**config.mk**
```make
export PLATFORM = sky130hd
export DESIGN_NAME = divider4_flat
export DESIGN_NICKNAME = d
export VERILOG_FILES = /design/src/rtl/divider_pkg.sv /design/src/rtl/divider4_if.sv /design/src/rtl/div_step.sv /design/src/rtl/divider4.sv /design/src/flat_wrapper.sv
export SDC_FILE = /design/constraint.sdc
export NUM_CORES = 1
export LEC_CHECK = 0
export CELL_PAD_IN_SITES_DETAIL_PLACEMENT = 0
export CELL_PAD_IN_SITES_GLOBAL_PLACEMENT = 2
export CORE_MARGIN = 2
export CORE_UTILIZATION = 31
export DETAILED_ROUTE_END_ITERATION = 7
export MAX_ROUTING_LAYER = met4
export PLACE_DENSITY_LB_ADDON = 0.25
export SYNTH_ARGS = -nofsm -noshare
export SYNTH_HDL_FRONTEND = slang
export SYNTH_SLANG_ARGS = --single-unit
```
**constraint.sdc**
```tcl
create_clock -name clk -period 3.1 [get_ports clk]
set_input_delay 0.31 -clock clk [delete_from_list [all_inputs] [get_ports clk]]
set_output_delay 0.31 -clock clk [all_outputs]
set_load 0.05 [all_outputs]
```
**src/rtl/divider_pkg.sv**
```systemverilog
// divider_pkg: shared types and constants for the divider4 sequential divider.
//   state_e    - FSM state encoding (idle / iterate / sign fix-up)
//   NB_DEFAULT - default operand width
//   cnt_width  - width of the iteration counter for a given operand width
package divider_pkg;

    localparam int unsigned NB_DEFAULT = 50;

    typedef enum logic [1:0] {
        StIdle = 2'd0,
        StCalc = 2'd1,
        StFix  = 2'd2
    } state_e;

    function automatic int unsigned cnt_width(input int unsigned n);
        return $clog2(n + 1);
    endfunction

endpackage

```
**src/rtl/divider4_if.sv**
```systemverilog
// divider4_if: start/ready handshake bundle for the divider.
//   start     - one-cycle request, operands sampled on the same edge
//   A, B      - signed dividend / divisor
//   Quotient  - signed quotient, truncated toward zero
//   Remainder - signed remainder, sign follows the dividend
//   ready     - idle, outputs valid
//   div_by_zero (only with DIVIDER_DZ_DETECT_EN) - last accepted divisor was zero
// Modports: master drives requests, slave is the divider.
interface divider4_if
    import divider_pkg::*;
#(
    parameter int unsigned nb = NB_DEFAULT
);

    logic          start;
    logic [nb-1:0] A;
    logic [nb-1:0] B;
    logic [nb-1:0] Quotient;
    logic [nb-1:0] Remainder;
    logic          ready;
`ifdef DIVIDER_DZ_DETECT_EN
    logic          div_by_zero;
`endif

    modport master (
        output start,
        output A,
        output B,
        input  Quotient,
        input  Remainder,
`ifdef DIVIDER_DZ_DETECT_EN
        input  div_by_zero,
`endif
        input  ready
    );

    modport slave (
        input  start,
        input  A,
        input  B,
        output Quotient,
        output Remainder,
`ifdef DIVIDER_DZ_DETECT_EN
        output div_by_zero,
`endif
        output ready
    );

endinterface

```
**src/rtl/div_step.sv**
```systemverilog
// div_step: one combinational restoring-division iteration on magnitudes.
//   rem_in  - partial remainder before the step (nb+1 bits)
//   dvd_bit - next dividend bit shifted in at the LSB
//   dsr     - divisor magnitude
//   rem_out - partial remainder after the step
//   q_bit   - quotient bit produced by the step
module div_step
    import divider_pkg::*;
#(
    parameter int unsigned nb = NB_DEFAULT
) (
    input  logic [nb:0]   rem_in,
    input  logic          dvd_bit,
    input  logic [nb-1:0] dsr,
    output logic [nb:0]   rem_out,
    output logic          q_bit
);

    // One extra bit above the shifted remainder carries the trial sign.
    logic [nb+1:0] shifted;
    logic [nb+1:0] trial;

    always_comb begin
        shifted = {rem_in, dvd_bit};
        trial   = shifted - {2'b00, dsr};
        q_bit   = ~trial[nb+1];
        rem_out = q_bit ? trial[nb:0] : shifted[nb:0];
    end

endmodule

```
**src/rtl/divider4.sv**
```systemverilog
// divider4: sequential signed divider, one restoring step per clock.
// Ports:
//   clk   - rising-edge clock
//   rst_n - asynchronous active-low reset
//   bus   - divider4_if slave (start, A, B, Quotient, Remainder, ready)
// Latency is nb+1 cycles from the accepting edge to ready.
// Build option: DIVIDER_DZ_DETECT_EN adds div_by_zero and a one-cycle
// short path for a zero divisor; without it a zero divisor runs the full
// iteration and yields Quotient = -1 (A >= 0) or +1 (A < 0), Remainder = A.
module divider4
    import divider_pkg::*;
#(
    parameter int unsigned nb = NB_DEFAULT
) (
    input  logic       clk,
    input  logic       rst_n,
    divider4_if.slave  bus
);

    localparam int unsigned CntW = cnt_width(nb);

    state_e state_q, state_d;

    logic [nb:0]     rem_q;     // partial remainder
    logic [nb-1:0]   dvd_q;     // dividend magnitude, quotient bits shift in from the LSB
    logic [nb-1:0]   dsr_q;     // divisor magnitude
    logic [CntW-1:0] cnt_q;
    logic            sign_q_q;  // quotient negative
    logic            sign_r_q;  // remainder negative
    logic [nb-1:0]   quot_q;
    logic [nb-1:0]   rmd_q;

    logic            accept;
    logic            last_step;
    logic            dz_skip;
    logic [nb-1:0]   a_mag;
    logic [nb-1:0]   b_mag;
    logic [nb:0]     step_rem;
    logic            step_q;
    logic [nb-1:0]   q_mag;
    logic [nb-1:0]   r_mag;

    assign accept    = (state_q == StIdle) && bus.start;
    assign last_step = (cnt_q == CntW'(nb - 1));

    // nb-bit magnitudes: |-2^(nb-1)| wraps to 2^(nb-1), which is exact unsigned.
    assign a_mag = bus.A[nb-1] ? ('0 - bus.A) : bus.A;
    assign b_mag = bus.B[nb-1] ? ('0 - bus.B) : bus.B;

`ifdef DIVIDER_DZ_DETECT_EN
    logic dz_q;
    assign dz_skip = (bus.B == '0);
`else
    assign dz_skip = 1'b0;
`endif

    div_step #(
        .nb (nb)
    ) u_step (
        .rem_in  (rem_q),
        .dvd_bit (dvd_q[nb-1]),
        .dsr     (dsr_q),
        .rem_out (step_rem),
        .q_bit   (step_q)
    );

    // State register
    always_ff @(posedge clk or negedge rst_n) begin
        if (!rst_n) begin
            state_q <= StIdle;
        end else begin
            state_q <= state_d;
        end
    end

    // Next-state logic
    always_comb begin
        state_d = state_q;
        unique case (state_q)
            StIdle: if (bus.start) state_d = dz_skip ? StFix : StCalc;
            StCalc: if (last_step) state_d = StFix;
            StFix:  state_d = StIdle;
            default: state_d = StIdle;
        endcase
    end

    // Magnitudes fed to the sign fix-up
    always_comb begin
        q_mag = dvd_q;
        r_mag = rem_q[nb-1:0];
`ifdef DIVIDER_DZ_DETECT_EN
        // CALC was skipped, so dvd_q still holds |A|.
        if (dz_q) begin
            q_mag = '0;
            r_mag = dvd_q;
        end
`endif
    end

    // Datapath registers
    always_ff @(posedge clk or negedge rst_n) begin
        if (!rst_n) begin
            rem_q    <= '0;
            dvd_q    <= '0;
            dsr_q    <= '0;
            cnt_q    <= '0;
            sign_q_q <= 1'b0;
            sign_r_q <= 1'b0;
            quot_q   <= '0;
            rmd_q    <= '0;
        end else if (accept) begin
            rem_q    <= '0;
            dvd_q    <= a_mag;
            dsr_q    <= b_mag;
            cnt_q    <= '0;
            sign_q_q <= bus.A[nb-1] ^ bus.B[nb-1];
            sign_r_q <= bus.A[nb-1];
        end else if (state_q == StCalc) begin
            rem_q <= step_rem;
            dvd_q <= {dvd_q[nb-2:0], step_q};
            cnt_q <= cnt_q + CntW'(1);
        end else if (state_q == StFix) begin
            quot_q <= sign_q_q ? ('0 - q_mag) : q_mag;
            rmd_q  <= sign_r_q ? ('0 - r_mag) : r_mag;
        end
    end

`ifdef DIVIDER_DZ_DETECT_EN
    always_ff @(posedge clk or negedge rst_n) begin
        if (!rst_n) begin
            dz_q <= 1'b0;
        end else if (accept) begin
            dz_q <= dz_skip;
        end
    end
`endif

    // Outputs
    always_comb begin
        bus.ready     = (state_q == StIdle);
        bus.Quotient  = quot_q;
        bus.Remainder = rmd_q;
`ifdef DIVIDER_DZ_DETECT_EN
        bus.div_by_zero = dz_q;
`endif
    end

endmodule

```
**src/flat_wrapper.sv**
```systemverilog
// flat-port wrapper written by rule: the top's interface ports become plain ports
module divider4_flat import divider_pkg::*;
#(
    parameter int unsigned nb = NB_DEFAULT
)
  (clk, rst_n, bus_start, bus_A, bus_B, bus_Quotient, bus_Remainder, bus_ready);
  divider4_if #(.nb(nb)) bus_i ();
  input  logic clk;
  input  logic rst_n;
  input wire logic [$bits(bus_i.start)-1:0] bus_start;
  input wire logic [$bits(bus_i.A)-1:0] bus_A;
  input wire logic [$bits(bus_i.B)-1:0] bus_B;
  output wire logic [$bits(bus_i.Quotient)-1:0] bus_Quotient;
  output wire logic [$bits(bus_i.Remainder)-1:0] bus_Remainder;
  output wire logic [$bits(bus_i.ready)-1:0] bus_ready;
  assign bus_i.start = bus_start;
  assign bus_i.A = bus_A;
  assign bus_i.B = bus_B;
  assign bus_Quotient = bus_i.Quotient;
  assign bus_Remainder = bus_i.Remainder;
  assign bus_ready = bus_i.ready;
  divider4 #(.nb(nb)) u_core (.clk(clk), .rst_n(rst_n), .bus(bus_i));
endmodule
```
Word level (Yosys, flattened, before mapping)
Index checks and enable logic that the tools add are counted.

Flip-flop bits (word level): 261. Logic and storage cells: 43. Input bits: 103.

Multiplexer cells: 14. Reduce and logical (&&, ||, !) cells: 5. Equal/unequal tests: 5. $add $sub $neg: 6. Bitwise operators: 4.

Operators by type and width (number): 2-to-1 mux 50 bit (6); subtractor 1 x 50 -> 50 bit, first input constant (4); 2-to-1 mux 51 bit (3); subtractor 52 x 50 -> 52 bit (1); 2-to-1 mux 6 bit (2); adder 6 x 1 -> 6 bit, second input constant (1); equality test 6 bit, second input constant (1); 2-to-1 mux 2 bit (2); case mux 2 bit (2 select lines) (1); NOT 1 bit (3); AND reduction 3 bit (1); equality test 2 x 1 -> 1 bit, second input constant (1); equality test 2 bit, second input constant (1); zero test 2 bit (1); inequality test 2 x 1 -> 1 bit, second input constant (1); inequality test 2 bit, second input constant (1); AND reduction 2 bit (1); nonzero test 2 bit (1); logical AND 1 bit (1); bitwise XOR 1 bit (1).

Depth between registers and ports, before layout
Gate-level depths: netlist of run 1.

Depth after elaboration: 4. Mapped depth: 15. Gate-level depth less buffers: 13.

By module
A second synthesis of run 1 with hierarchy kept.

Cells, all modules: 2210. Area, all modules: 18077.3 µm².

By module, submodules not included: divider4 (area an instance 14211.1 µm², cells an instance 1643, seq. area each 6531.3 µm², times used 1); div_step (area an instance 3866.2 µm², cells an instance 567, seq. area each 0.0 µm², times used 1).

Least setup slack after synthesis of run 1
OpenSTA, ideal clock, no wires.

Path type: register to register. From: register u_core.rem_q[13]. To: register u_core.rem_q[47]. Path slack: -0.329 ns. Setup time: 0.136 ns. Path buffers: 2. Cell stages (with the launch flop): 14. Arrival time: 3.293 ns. Cell sequence: dfrtp_1 ha_1 a21oi_1 o21ai_0 a221oi_1 nand3_1 or3_1 a21o_1 a41o_1 a2111oi_0 buf_2 buf_4 mux2i_1 o211ai_1.

Cells in the longest elaborated chain, start to end: 4.

Ends and longest elaborated chain: start, declared (RTL line divider4.sv:24) `logic [nb:0] rem_q;`; start signal, assigned (RTL line divider4.sv:119) `rem_q <= step_rem;`; subtractor 52 x 50 -> 52 bit (RTL line div_step.sv:25) `trial = shifted - {2'b00, dsr};`; 2-to-1 mux 51 bit (RTL line div_step.sv:27) `rem_out = q_bit ? trial[nb:0] : shifted[nb:0];`; 2-to-1 mux 51 bit (RTL line divider4.sv:118) `end else if (state_q == StCalc) begin`; 2-to-1 mux 51 bit (RTL line divider4.sv:111) `end else if (accept) begin`.

No other way between the ends. The select of a mux whose other input is x is not followed. A chain may end at the register's enable or synchronous reset.

Worst setup path in the final report of run 1
From: register u_core.dsr_q[16]. To: register u_core.rem_q[14].

Cells in the longest elaborated chain, start to end: 4.

Ends and longest elaborated chain: start, declared (RTL line divider4.sv:26) `logic [nb-1:0] dsr_q;`; start signal, assigned (RTL line divider4.sv:114) `dsr_q <= b_mag;`; subtractor 52 x 50 -> 52 bit (RTL line div_step.sv:25); 2-to-1 mux 51 bit (RTL line div_step.sv:27); 2-to-1 mux 51 bit (RTL line divider4.sv:118); 2-to-1 mux 51 bit (RTL line divider4.sv:111).

No other way between the ends. The select of a mux whose other input is x is not followed.

==> impl_metrics.toml, run 1 <==
[outcome]
outcome = "finished with violations"
violations = "negative setup slack"

[job]
drv_cap = 0

[power_and_ir_drop]
power.leakage_uw = 0.00988
switchingPower_uw = 1880
vdd_ir_drop_max_uv = 316
p_comb_share_pct = 6.9
power.share.sequential_pct = 43.2
pwr-share-clk_pct = 49.8
p_int_uw = 6000
swShare_pct = 23.8
power_density_nw_per_um2 = 316

[min_path]
min_from = "bus_A[49]"
hold_class = "input port to register"

[yosys]
synth_area_um2 = 17200
async_reset_ff_share_pct = 100
syn_inst = 2010
ys_seq_area_share_pct = 38.0
synth.distinct_cells = 70
synth_nets = 2170
ys_ff_latch = 261
synth_top_flop_cell = "dfrtp_1"
syn_area_per_cell_um2 = 8.56
synth-edff-count = 0
ys_warn_count = 0

[clocking]
clock-root-buffer = "clkbuf_16"
cts_buffers = 35
clk_latency_ps = 550
clk_pin_slew_ps = 50
cts_tree = "done"
htreeDepth = 2
cts_buffer_depth = 3
cts.sinks = 261

[critical_path]
critPathMaxFanout = 8
ff2ff_path_depth = 15
critPathCaptureType = "register"
endpoint = "u_core.rem_q[14]"
cp.arrival_ps = 3770
ff2ff_setup_slack_ps = -270
required_ps = 3500
reg2reg_to = "u_core.rem_q[14]"
r2r-start = "u_core.dsr_q[16]"
worstSetupPathType = "register to register"
crit_start = "u_core.dsr_q[16]"
start_kind = "register"

[placement]
hpwl_um = 44200
gp_congestion = 0.878
pre_cts_ws_ps = -646
io_buffers = 203

[timing]
fin_ws_ps = -265
tns_ps = -13030
final-hold-violation-count = 0
rsz0062_at_grt = "true"
fin_crit_ps = 3370
fin_crit_sh_pct = 109
worst_clock_skew_ps = 30.4
relSlewSlack_pct = 24.9
maxClockFrequency_ghz = 0.297
maxSlewViolCount = 0
worst_pin_slew_ps = 1130
setup_viol = 73

[grt]
grt_usage_pct = 21.2
grt_first_pass_wirelength_um = 93000
grt_use_met2_pct = 34.6
grt_max_degree = 81
grt_use_met3_pct = 2.65
grt_pass1_vias = 16500
gr-total-overflow = 0
use_met1_pct = 27.4
grt-busiest-layer = "met2"
antenna_found_initial = 1

[detailed_routing]
drtPass1Iterations = 5
antenna_left = 0
drtIter0Drc = 831
post_drt_wl_per_cell_um = 17.9
wirelength_um = 58700
dr_total_vias = 16400
drc = 0
viasPerCell = 5.01

[die]
core_um2 = 55000
placementRows = 86
ioPinCount = 204
die_w_um = 240
die_h_um = 240
initial_utilization_pct = 31.3
dieArea_um2 = 57400

[cells_and_area]
final_nets = 2667
area_growth_pct = 45.2
fillers = 5387
drive_above_1_share_pct = 23.6
-- cells in the mapped netlist, drive strengths merged, types with 3 or more instances --
cell     count  area, um2
a211oi       7       52.6
a21boi       3       22.5
a21o        23        173
a21oi       81        405
a22oi       49        368
a2bb2oi      5       43.8
a31oi        6       37.5
and2         6       37.5
and3         7       43.8
buf         16       78.8
clkbuf      97        364
dfrtp      261       6530
ha          56        701
inv         69        259
mux2i       50        500
nand2      287       1080
nand2b      21        139
nand3       35        175
nand4       16        100
nor2        64        240
nor2b       16        100
nor3        18       95.1
nor4         8       50.1
o2111ai      3       26.3
o211ai       4       30.0
o21a         5       37.5
o21ai      344       1720
o21bai      13       97.6
o31ai       51        415
o41ai       34        305
or2         18        115
or3         39        249
or4         29        229
or4b         3       30.0
xnor2       45        394
xor2       188       1650
-- power by group through the flow --
stage / Combinational [uW] / Sequential (uW) / Clock, uW
6_report: 545 / 3410 / 3930
5_1_grt: 601 / 3410 / 4180
4_1_cts: 551 / 3410 / 4050
3_5_place_dp: 542 / 3470 / 0
3_3_place_gp: 540 / 3470 / 0
2_1_floorplan: 151 / 3470 / 0
-- cell usage in the layout (no fill, tap or decap), types with 14 or more instances in the layout --
cell	Yosys	final
buf_4	4	334
nand2_1	287	270
dfrtp_1	261	260
o21ai_0	336	239
clkdlybuf4s50_1	0	193
xor2_1	188	185
o21ai_1	8	91
a21oi_1	81	74
inv_1	69	66
nor2_1	64	60
a22oi_1	49	49
ha_1	56	45
mux2i_1	50	43
xnor2_1	45	39
clkbuf_16	0	38
o31ai_1	48	36
nand3_1	35	32
or3_1	38	30
o41ai_1	33	23
a21o_1	23	23
buf_6	0	20
nand2b_1	20	17
nor3_1	17	16
or4_1	26	16
nand4_1	16	16
o21ai_2	0	14
-- kinds of logic (layout without fill, tap and decap cells) --
group | after synthesis | after routing | share of synthesized area, %
multiplexers | 50 | 50 | 2.91
buffers and inverters | 182 | 702 | 4.08
flip-flops | 261 | 261 | 38.0
AND/OR/NAND/NOR | 573 | 573 | 15.9
AO/OA/AOI/OAI | 654 | 654 | 23.1
XOR/XNOR | 233 | 233 | 11.9
other | 0 | 1 | 0
adder cells (fa/ha/maj) | 57 | 57 | 4.19
-- flip-flops by register name (all words and copies together), names as in the netlist --
signal	count
u_core.sign_q_q	1
u_core.bus.Remainder	50
u_core.dsr_q	50
u_core.sign_r_q	1
u_core.state_q	2
u_core.bus.Quotient	50
u_core.rem_q	51
u_core.cnt_q	6
u_core.dvd_q	50
-- critical path: stages, from the launching register on --
cell and delay (ps):
dfrtp_1 390, inv_2 80, ha_4 210, a21o_1 190, a21o_1 190, a221oi_2 250
nand3_2 130, or3_4 370, a21o_1 200, a41o_1 250, a2111oi_4 220, buf_4 170
buf_8 130, buf_12 140, mux2i_2 210, o21ai_1 90
-- area by class of cell --
cell class | count | area [um2] | area share, %
clock buffers | 49 | 1000 | 4.01
diodes | 1 | 2.50 | 0.0100
flip-flops and latches | 261 | 6530 | 26.2
multi-input cells | 1567 | 11100 | 44.4
repair buffers | 573 | 5050 | 20.2
clock inverters | 11 | 86.3 | 0.346
well taps | 748 | 936 | 3.75
inverters | 69 | 259 | 1.04
-- worst min-delay path by stage --
stage / end / cells after the start
floorplan: u_core.bus.Quotient[0] / 0
global placement: u_core.bus.Quotient[38] / 1
detailed placement: u_core.bus.Quotient[38] / 1
CTS: u_core.sign_r_q / 3
global route: u_core.sign_r_q / 3
finish: u_core.sign_r_q / 3
-- timing repair --
item | in CTS | in global routing
buffers inserted | 19 | 16
endpoints found under the hold margin | 59 | 0
resized for setup | 211 | 100
hold buffers | 1 | 0
cloned | 2 | 1
setup endpoints to repair | 99 | 114
pin swaps | 58 | 49
-- per-layer routing --
metal	routed length (um)	vias to the layer above	part of all wire (%)
met3	1630	74	2.8
met2	28400	263	48
met1	27200	7913	46
li1	-	8170	-
met4	1540	0	2.6
met5	0	-	0
-- stage by stage --
stage / power, uW / std cells / cell area, um2 / utilization [%] / hold slack (ps)
finish: 7880 / 3279 / 25000 / 45.4 / 247
floorplan: 3620 / 2010 / 17400 / - / 14.4
CTS: 8000 / 3265 / 24500 / 44.5 / 212
global placement: 4010 / 3184 / 22500 / 40.9 / 305
global route: 8190 / 3279 / 25000 / 45.4 / 266
detailed placement: 4010 / 3184 / 22500 / 40.9 / 306
No activity file was read; power rests on OpenSTA's default activity.
==> inputs of run 2 (changes only) <==
--- a/config.mk
+++ b/config.mk
@@ -8,7 +8,8 @@
 export CELL_PAD_IN_SITES_DETAIL_PLACEMENT = 0
 export CELL_PAD_IN_SITES_GLOBAL_PLACEMENT = 2
 export CORE_MARGIN = 2
-export CORE_UTILIZATION = 31
+export CORE_UTILIZATION = 36
+export CTS_BUF_LIST = sky130_fd_sc_hd__clkbuf_8
 export DETAILED_ROUTE_END_ITERATION = 7
 export MAX_ROUTING_LAYER = met4
 export PLACE_DENSITY_LB_ADDON = 0.25
==> constraint.sdc (replaced) <==
create_clock -name clk -period 3.6 [get_ports clk]
set_input_delay 0.72 -clock clk [delete_from_list [all_inputs] [get_ports clk]]
set_output_delay 0.72 -clock clk [all_outputs]
set_load 0.05 [all_outputs]
==> run 2 against run 1 <==
The flow now finishes without violations. Register-to-register slack gained 340 ps. Sequential power down 14%. Core utilization grew 2.4 points. Die area shrank 14%. Clock power decreased by 23%. Worst setup slack improved by 340 ps. Fmax is 4.6% lower. First-iteration DRC count grew 14%. Critical path type unchanged. Critical endpoint is now u_core.rem_q[50]. Largest cell class unchanged.
==> impl_metrics.toml, run 2 (synthesized netlist as in run 1, its figures left out) <==
[placement]
gp_congestion = 0.916
io_buffers = 203
dpl_cell_area_um2 = 21200
hpwl_um = 41400

[cells_and_area]
fin_area_um2 = 22700
final_cell_mix = "o21ai_0 (331), nand2_1 (284), dfrtp_1 (256), clkdlybuf4s50_1 (200), buf_4 (195)"
final_common_cell = "o21ai_0"
fillers = 4723
area_growth_pct = 31.8
final_core_util_pct = 47.8
final_nets = 2523
largest_register = "u_core.rem_q"
largest_reg_flops = 51
drive_above_1_share_pct = 15.7

[clocking]
clk_latency_ps = 640
clk_pin_slew_ps = 60
clock-root-buffer = "clkbuf_8"
htreeDepth = 2
cts_tree = "done"
cts.sinks = 261
cts_buffer_depth = 3
cts_buffers = 50

[job]
drv_cap = 0

[die]
die_h_um = 223
placementRows = 80
dieArea_um2 = 49500
initial_utilization_pct = 36.2
core_um2 = 47400
ioPinCount = 204
die_w_um = 223

[timing]
maxSlewViolCount = 0
fin_crit_sh_pct = 98.0
maxClockFrequency_ghz = 0.284
finalHoldWorstSlack_ps = 36.3
setup_viol = 0
final-hold-violation-count = 0
worst_pin_slew_ps = 1100
fin_crit_ps = 3530
worst_clock_skew_ps = 34.8
tns_ps = 0
relSlewSlack_pct = 26.5

[critical_path]
cpPeakStageDelay_ps = 750
critPathCaptureType = "register"
slowest_stage = "or4b_2"
critPathMaxFanout = 7
cp.arrival_ps = 4030
cp_top_family = "compound AO/OA/AOI/OAI gates"
worstSetupPathType = "register to register"
path_cells = "ha_2 > nand2_1 > o211ai_1 > a21oi_1 > or4b_2 > a31oi_4 > a21oi_1 > o31a_1 > o31a_1 > and3_1 > a311o_1"
ff2ff_setup_slack_ps = 70
start_kind = "register"
required_ps = 4110
path_buf_inv = 0

[detailed_routing]
post_drt_wl_per_cell_um = 18.3
dr_total_vias = 15900
drtPass1Iterations = 5
viasPerCell = 5.29
wirelength_um = 55200
drtIter0Drc = 948
drc = 0
antenna_left = 0

[grt]
antenna_found_initial = 1
grt_max_degree = 111
grt_usage_pct = 22.7
grt_pass1_vias = 15600
gr-total-overflow = 0
grt_first_pass_wirelength_um = 87500

[outcome]
outcome = "complete, no violations"

[power_and_ir_drop]
power_density_nw_per_um2 = 282
vdd_ir_drop_max_uv = 225
power.leakage_uw = 0.00894
total_power_uw = 6410

[min_path]
hold_class = "input port to async pin"
-- run 2: cell types whose count changed in the layout (fill, tap and decap cells not counted), moves of 10 or more --
| cell | before | now |
|---|---|---|
| o21ai_2 | 14 | 2 |
| clkbuf_8 | 3 | 67 |
| o21ai_1 | 91 | 11 |
| inv_1 | 66 | 82 |
| buf_6 | 20 | 4 |
| nand2_1 | 270 | 284 |
| o31ai_4 | 12 | 2 |
| buf_4 | 334 | 195 |
| o21ai_0 | 239 | 331 |
| o31ai_1 | 36 | 46 |
| clkbuf_16 | 38 | 2 |
-- run 2: layout make-up --
cell class | count | area (um2) | area share [%]
Inverter | 69 | 259 | 1.14
Clock inverter | 23 | 106 | 0.469
Tap cell | 615 | 769 | 3.39
Clock buffer | 67 | 922 | 4.07
Antenna cell | 1 | 2.50 | 0.0110
Multi-Input combinational cell | 1567 | 10300 | 45.4
Sequential cell | 261 | 6540 | 28.8
Timing Repair Buffer | 414 | 3790 | 16.7
-- run 2: worst paths after layout --
| path | cells past startpoint | to | from |
|---|---|---|---|
| hold / removal | 1 | u_core.dvd_q[38] | rst_n |
| min in group clk | 2 | u_core.bus.Remainder[10] | u_core.bus.Remainder[10] |
| hold reg to reg | 2 | u_core.bus.Remainder[10] | u_core.bus.Remainder[10] |
| setup / recovery | 11 | u_core.rem_q[50] | u_core.rem_q[16] |
| max in group asynchronous | 2 | u_core.dvd_q[5] | rst_n |
| setup reg to reg | 11 | u_core.rem_q[50] | u_core.rem_q[16] |
-- run 2: power breakdown --
part           switching (uW)  internal, uW
clock network            1360          1660
logic                     236           221
registers                   0          2940
-- run 2: repair_timing --
item,in CTS,in global routing
gates cloned,0,2
buffers inserted,0,5
pin swaps,0,7
setup endpoints to repair,1,78
hold buffers,0,0
gates resized for setup,1,64
-- run 2: metrics by stage --
step,cells,worst slack (ps)
CTS,3009,0.280
detailed placement,2919,-568
global placement,2919,-569
floorplan,2010,85.6
global route,3017,-39.8
finish,3017,72.7
-- run 2: layer usage --
| layer | part of all wire [%] | track usage [%] | wire length (um) | vias to the layer above |
|---|---|---|---|---|
| met5 | 0 | - | 0 | - |
| met4 | 3.0 | 7.79 | 1650 | 0 |
| met3 | 4.0 | 3.15 | 2220 | 90 |
| met2 | 46 | 35.6 | 25600 | 338 |
| met1 | 47 | 30.1 | 25700 | 7629 |
| li1 | - | - | - | 7890 |
